<file path="config.mk">
export PLATFORM = sky130hd
export DESIGN_NAME = unified_mem_arbiter
export DESIGN_NICKNAME = d
export VERILOG_FILES = /design/src/rtl/unified_mem_arbiter.sv
export SDC_FILE = /design/constraint.sdc
export NUM_CORES = 1
export LEC_CHECK = 0
export CORE_AREA = 2 2 104 106
export CTS_CLUSTER_DIAMETER = 40
export DETAILED_ROUTE_END_ITERATION = 10
export DIE_AREA = 0 0 106 108
export PLACE_DENSITY_LB_ADDON = 0.08
export SYNTH_ARGS = -nofsm -noshare
export SYNTH_HDL_FRONTEND = slang
export SYNTH_SLANG_ARGS = --single-unit
</file>
<file path="constraint.sdc">
create_clock -name clk -period 6.89 [get_ports clk]
set_clock_uncertainty 0.15 [all_clocks]
set_input_delay 2.067 -clock clk [delete_from_list [all_inputs] [get_ports clk]]
set_output_delay 2.067 -clock clk [all_outputs]
set_load 0.02 [all_outputs]
</file>
<file path="src/rtl/unified_mem_arbiter.sv">
// Arbitrates one instruction-fetch port and one data port onto a shared
// single-port synchronous-read memory, one access per two cycles.
module unified_mem_arbiter #(
  parameter int ADDR_W    = 32,
  parameter bit FIXED_PRI = 1'b0
) (
  input  logic              clk,
  input  logic              reset,
  input  logic              if_req,
  input  logic [ADDR_W-1:0] if_addr,
  output logic              if_valid,
  output logic [31:0]       if_rdata,
  input  logic              d_req,
  input  logic              d_we,
  input  logic [ADDR_W-1:0] d_addr,
  input  logic [31:0]       d_wdata,
  output logic              d_done,
  output logic [31:0]       d_rdata,
  output logic              d_misalign,
  output logic              mem_en,
  output logic              mem_we,
  output logic [ADDR_W-1:0] mem_addr,
  output logic [31:0]       mem_wdata,
  input  logic [31:0]       mem_rdata,
  output logic              stall
);

  typedef enum logic [1:0] {
    IDLE   = 2'd0,
    RESP_I = 2'd1,
    RESP_D = 2'd2
  } state_t;

  state_t state, state_nxt;
  logic   last_grant_d;   // 1 = data port was granted most recently
  logic   misalign_q;
  logic   grant_i, grant_d;

  always_ff @(posedge clk) begin
    if (reset) begin
      state        <= IDLE;
      last_grant_d <= 1'b1;
      misalign_q   <= 1'b0;
    end else begin
      state <= state_nxt;
      if (grant_i) last_grant_d <= 1'b0;
      if (grant_d) begin
        last_grant_d <= 1'b1;
        misalign_q   <= (d_addr[1:0] != 2'b00);
      end
    end
  end

  always_comb begin
    state_nxt = state;
    grant_i   = 1'b0;
    grant_d   = 1'b0;
    case (state)
      IDLE: begin
        if (if_req && d_req) begin
          // Tie: fixed priority favours data, otherwise the port not served last
          if (FIXED_PRI || !last_grant_d) grant_d = 1'b1;
          else                            grant_i = 1'b1;
        end else begin
          grant_i = if_req;
          grant_d = d_req;
        end
        if (grant_d)      state_nxt = RESP_D;
        else if (grant_i) state_nxt = RESP_I;
      end
      RESP_I:  state_nxt = IDLE;
      RESP_D:  state_nxt = IDLE;
      default: state_nxt = IDLE;
    endcase
  end

  always_comb begin
    mem_en     = 1'b0;
    mem_we     = 1'b0;
    mem_addr   = '0;
    mem_wdata  = '0;
    if_valid   = 1'b0;
    if_rdata   = '0;
    d_done     = 1'b0;
    d_rdata    = '0;
    d_misalign = 1'b0;
    if (!reset) begin
      if (grant_d) begin
        mem_en    = 1'b1;
        mem_we    = d_we;
        mem_addr  = d_addr;
        mem_wdata = d_wdata;
      end else if (grant_i) begin
        mem_en   = 1'b1;
        mem_addr = if_addr;
      end
      if (state == RESP_I) begin
        if_valid = 1'b1;
        if_rdata = mem_rdata;
      end
      if (state == RESP_D) begin
        d_done     = 1'b1;
        d_rdata    = mem_rdata;
        d_misalign = misalign_q;
      end
    end
  end

  assign stall = !reset && ((if_req && !if_valid) || (d_req && !d_done));

endmodule

</file>
==> results of run 1 <==
==> power by group through the flow <==
stage / logic [W] / registers, W / clock network [W]
after global placement: 0.000221 / 0.0000277 / 0
after global routing: 0.000233 / 0.0000277 / 0.0000530
after detailed placement: 0.000221 / 0.0000277 / 0
after CTS: 0.000222 / 0.0000274 / 0.0000506
after floorplan: 0.0000816 / 0.0000270 / 0
final: 0.000219 / 0.0000273 / 0.0000483
==> worst min-delay path, stage by stage (launching register included) <==
cell and delay, ns:
sky130_fd_sc_hd__dfxtp_1 0.32, sky130_fd_sc_hd__o31ai_1 0.07, sky130_fd_sc_hd__nand2_1 0.05
==> state kept, by name, indices dropped and copies added, names as in the netlist <==
name and cells:
last_grant_d 1, misalign_q 1, state 2
==> placed cells by master (no fill, tap or decap), types with 2 or more instances in the layout <==
cell and instances:
sky130_fd_sc_hd__nor2_1 3, sky130_fd_sc_hd__and2_1 98, sky130_fd_sc_hd__nor3_1 2, sky130_fd_sc_hd__dfxtp_1 4
sky130_fd_sc_hd__clkdlybuf4s50_1 266, sky130_fd_sc_hd__clkbuf_8 3, sky130_fd_sc_hd__buf_4 4, sky130_fd_sc_hd__nand2b_1 3
sky130_fd_sc_hd__a22o_1 32, sky130_fd_sc_hd__inv_1 2
==> Yosys cell counts, drive strengths merged <==
cell type   n  share of area [%]
and2       98                 51
buf         9                5.5
a22o       32                 23
inv         2               0.62
a21bo       1               0.83
or2         1               0.52
a21oi       1               0.42
o21a        1               0.62
and3        1               0.52
nor2        3               0.94
nor3        2               0.83
clkbuf      8                2.5
o31a        1               0.73
nand2b      3                1.6
nand2       1               0.31
a32o        1               0.83
nor4        1                1.8
dfxtp       4                6.7
o31ai       1               0.62
==> through the flow <==
step	total power (W)	hold WS, ns
6_report	0.000295	0.332
5_1_grt	0.000313	0.350
4_1_cts	0.000300	0.329
3_5_place_dp	0.000249	0.323
3_3_place_gp	0.000249	0.318
2_1_floorplan	0.000109	0.289
==> cells by family (layout without fill, tap and decap cells) <==
family          after synthesis  in the layout  share of synthesized area [%]
buf+inv                      19            276                           8.63
flops                         4              4                           6.65
compound gates               38             38                           27.3
simple gates                110            110                           57.4
==> final cells by class <==
class                      count  share of cell area, %
multi-input combinational    148                   25.3
tap                          136                   4.22
timing repair buffer         271                   67.3
sequential                     4                   1.99
clock buffer                   3                   1.02
inverter                       2                  0.186
==> worst paths after layout <==
check / end / slack, ns / cells past startpoint
max reg2reg: state[0] / 5.45 / 3
min: last_grant_d / 0.33 / 2
min reg2reg: last_grant_d / 0.33 / 2
max: mem_addr[31] / 0.45 / 6
==> per-layer routing <==
layer  GRT usage (%)  routed length, um  share of wire (%)
met2            22.8               3840                 53
met3            5.18                917                 13
met4            3.57                111                1.5
met1            10.8               2410                 33
met5               0                  0                  0
==> results.cfg, run 1 <==
[status]
run_status = complete, no violations

[min_path]
timing.hold.worst.class = flop to flop
hp-start = last_grant_d

[timing]
max_freq_ghz = 0.155
max-slew-margin-rel_pct = 75.7
report.final.hold_viol_count = 0
final_period_minus_worst_setup_slack_ns = 6.44
finalSetupViolCount = 0
drv_slew = 0
timing.setup.tns_ns = 0
final.period_utilization_pct = 93.5
worst_pin_slew_ns = 0.365
rsz0062_at_grt = no
fin_ws_ns = 0.449

[global_route]
antenna_found_initial = 0
grt_pass1_vias = 2100
grt_start_max_net_pins = 57
globalRoute.totalOverflow = 0
grt.total_usage_pct = 11.6
first_pass_grt_wire_length_mm = 10.6

[floorplan]
core.rowCount = 37
design.core.area_sq_um = 10200
die_height_um = 108
full_die_area_sq_um = 11400
die_w_um = 106
initial_utilization_pct = 11.8
design.portCount = 267

[worst_setup_path]
timing.critical_path.from = reset
crit_path_start_kind = primary input
critical_path.endpoint_type = primary output
worst_path_dominant_cell_family = buffers and inverters
path_common_cell = sky130_fd_sc_hd__clkdlybuf4s50_1
crit_slowest_cell = sky130_fd_sc_hd__clkdlybuf4s50_1
critical_path_arrival_ns = 4.22
crit-reg2reg-launch = state[0]
path_max_fanout = 33
max_stage_delay_ns = 0.62
worstPathBufferInverterCount = 3
crit_path_cell_trace = clkdlybuf4s50_1 > nor3_1 > and3_1 > buf_4 > a32o_1 > clkdlybuf4s50_1
timing_worst_setup_path_type = primary input to primary output
required_ns = 4.67

[pwr]
total_leakage_power_nw = 1.52
power-per-cell-area_nw_per_um2 = 73.1
internal-power_w = 0.000198
irDropWorstVdd_mv = 0.0441
net-switching-power_w = 0.0000966
power.share.clock_pct = 16.4
switching_share_pct = 32.8
power_frac_comb_pct = 74.3
power.share.sequential_pct = 9.3

[cts]
cts_made_buffers = 3
clk_pin_slew_worst_setup_hold_paths_ns = 0.03
tritoncts = yes
post_cts.resized_instances = 0
cts_max_path_buffers = 2
holdBufCountCts = 0
clock_sinks = 4
cts_root_buffer = sky130_fd_sc_hd__clkbuf_8
worst_skew_pair_later_pin_latency_ns = 0.22
postCtsSetupBuffers = 0
cts-htree-levels = 1

[placed_design]
dp.final_hpwl_mm = 6.21
buffer_ports.inserted = 266
placed_cells_incl_taps = 561
setup_slack_after_placement_ns = 0.436
placed_cell_area_sq_um = 3990
globalplace.congestion = 0.752

[synthesis]
synth.cell_area_sq_um = 1200
synth-warning-count = 0
avgSynthCellArea_sq_um = 7.04
synth_cells = 171
syn-num-nets = 304
post_synthesis_register_bit_count = 4
synth_sequential_area_ratio_pct = 6.65
synth.lib_cells_used.distinct = 21

[finish]
postLayoutCellArea_sq_um = 4030
filler_cell_count = 1050
multi_input_comb_area_sq_um = 1020
finish.cell_count_without_fillers = 564
area_delta_synth_final_pct = 235
post-route-util_pct = 39.4
ff_latch_area_sq_um = 80.1
post_route_cells_drive_above_1_share_pct = 2.57
num_antenna_cells = 0
layout_nets = 563

[job]
drv.max_cap_violation_count = 0

[route]
wl_mm = 7.27
routed-via-count = 2186
drtPass1Iterations = 4
drt_first_iter_violations = 80
post-route-drc-count = 0
ant_nets = 0
post_drt_via_cell_ratio = 3.88
post_drt_wl_per_cell_um = 12.9
No activity file was read; power rests on OpenSTA's default activity.
==> run 2: changes to the inputs <==
- GPL_ROUTABILITY_DRIVEN: unset -> 0
- PLACE_DENSITY_LB_ADDON: 0.08 -> unset
==> results.cfg, run 2 (synthesis gave the netlist of run 1 again) <==
[status]
run_status = complete, no violations

[finish]
multi_input_comb_area_sq_um = 1020
filler_cell_count = 1039
regMostFlops = state
layout_nets = 563
mostFrequentLayoutCells = 266 x sky130_fd_sc_hd__clkdlybuf4s50_1, 98 x sky130_fd_sc_hd__and2_1, 32 x sky130_fd_sc_hd__a22o_1, 4 x sky130_fd_sc_hd__dfxtp_1
num_antenna_cells = 0
postLayoutCellArea_sq_um = 4040
post_route_cells_drive_above_1_share_pct = 2.57
area_delta_synth_final_pct = 236
post-route-util_pct = 39.5
largest_register_ff_count = 2
ff_latch_area_sq_um = 80.1
largestRegisters = state (2), last_grant_d (1), misalign_q (1)
mostFrequentLayoutCell = sky130_fd_sc_hd__clkdlybuf4s50_1

[worst_setup_path]
max_stage_delay_ns = 0.63
timing_worst_setup_path_type = primary input to primary output
critical_path.reg2reg.endpoint = misalign_q
critical_path.endpoint_type = primary output
required_ns = 4.67
path_max_fanout = 55
crit-reg2reg-launch = last_grant_d
crit_slowest_cell = sky130_fd_sc_hd__clkdlybuf4s50_1
crit_path_cell_trace = clkdlybuf4s50_1 > a21bo_2 > nor4_4 > buf_12 > a22o_1 > clkdlybuf4s50_1
critical_path_arrival_ns = 4.20
r2r.worst_path.cells = 4
regToRegSetupSlack_ns = 5.54
path_depth = 6
timing.critical_path.from = d_req
critPathCapture = mem_addr[19]
worstPathBufferInverterCount = 3
worst_path_dominant_cell_family = buffers and inverters
crit_path_start_kind = primary input
path_common_cell = sky130_fd_sc_hd__clkdlybuf4s50_1

[placed_design]
dp.final_hpwl_mm = 6.27
buffer_ports.inserted = 266
placed_cell_area_sq_um = 4000

[route]
post-route-drc-count = 0
drtPass1Iterations = 4
drt_first_iter_violations = 66
ant_nets = 0
routed-via-count = 2238
wl_mm = 7.26
post_drt_via_cell_ratio = 3.97
post_drt_wl_per_cell_um = 12.9

[global_route]
antenna_found_initial = 0
grt_start_max_net_pins = 56
global_route.usage.met2_pct = 22.7
grt.total_usage_pct = 11.5
globalRoute.totalOverflow = 0
grt.met3_usage_pct = 4.28
use_met1_pct = 11.9
first_pass_grt_wire_length_mm = 10.8
grt_pass1_vias = 2223
gr-max-usage-layer = met2

[timing]
timing.setup.tns_ns = 0
final_period_minus_worst_setup_slack_ns = 6.42
final.period_utilization_pct = 93.2
max_freq_ghz = 0.156
whs_ns = 0.323
worst_pin_slew_ns = 0.308
report.final.hold_viol_count = 0
max-slew-margin-rel_pct = 79.3
rsz0062_at_grt = no
finalSetupViolCount = 0
drv_slew = 0

[pwr]
power-per-cell-area_nw_per_um2 = 73.3
switching_share_pct = 32.8
net-switching-power_w = 0.0000973
power_frac_comb_pct = 74.7
design_power_total_w = 0.000296
total_leakage_power_nw = 1.52
internal-power_w = 0.000199
power.share.clock_pct = 16.2
power.share.sequential_pct = 9.2
irDropWorstVdd_mv = 0.0413

[cts]
clock_sinks = 4
cts_max_path_buffers = 2
cts_made_buffers = 3
post_cts.resized_instances = 0
worst_skew_pair_later_pin_latency_ns = 0.21
holdBufCountCts = 0
cts_root_buffer = sky130_fd_sc_hd__clkbuf_8
tritoncts = yes
postCtsSetupBuffers = 0
clk_pin_slew_worst_setup_hold_paths_ns = 0.03
cts-htree-levels = 1

[min_path]
timing.hold.worst.class = flop to flop
hold_depth = 2
hp-start = last_grant_d

[floorplan]
design.portCount = 267
design.core.area_sq_um = 10200
die_height_um = 108
full_die_area_sq_um = 11400
die_w_um = 106
initial_utilization_pct = 11.8
core.rowCount = 37

[job]
drv.max_cap_violation_count = 0
==> run 2: changes by cell type in the layout (fill, tap and decap cells not counted) <==
cell,delta
sky130_fd_sc_hd__buf_12,+1
sky130_fd_sc_hd__buf_4,-1
==> run 2: worst min path at each step <==
| stage | to | slack (ns) |
|---|---|---|
| finish | last_grant_d | 0.32 |
| global route | misalign_q | 0.35 |
| CTS | last_grant_d | 0.32 |
| detailed placement | last_grant_d | 0.32 |
| global placement | last_grant_d | 0.31 |
| floorplan | last_grant_d | 0.29 |
==> run 2: through the flow <==
step | worst slack [ns] | instances
after floorplan | 1.63 | 171
after global placement | 0.495 | 561
after detailed placement | 0.460 | 561
after CTS | 0.444 | 564
after global routing | 0.384 | 564
final | 0.470 | 564
==> run 2: metal layers <==
metal / vias to the layer above / share of wire, %
met3: 2 / 11
met4: 0 / 0.37
met5: - / 0
met1: 993 / 36
li1: 1093 / -
met2: 150 / 52
==> run 2: area by class of cell <==
cell class                 instances  share of cell area [%]
multi-input combinational        148                    25.2
timing repair buffer             271                    67.4
clock buffer                       3                    1.02
tap                              136                    4.21
sequential                         4                    1.98
inverter                           2                   0.186
==> run 2: power groups by stage <==
stage / Sequential, W / Combinational (W) / Clock (W)
after floorplan: 0.0000270 / 0.0000816 / 0
after global placement: 0.0000275 / 0.000221 / 0
after detailed placement: 0.0000275 / 0.000223 / 0
after CTS: 0.0000272 / 0.000224 / 0.0000495
after global routing: 0.0000277 / 0.000234 / 0.0000504
final: 0.0000272 / 0.000221 / 0.0000479
==> run 2: worst reg2reg max path: stages (launching register included) <==
cell and delay, ns:
sky130_fd_sc_hd__dfxtp_1 0.31, sky130_fd_sc_hd__a21bo_2 0.23, sky130_fd_sc_hd__nor4_4 0.23, sky130_fd_sc_hd__buf_4 0.23, sky130_fd_sc_hd__a22o_1 0.14
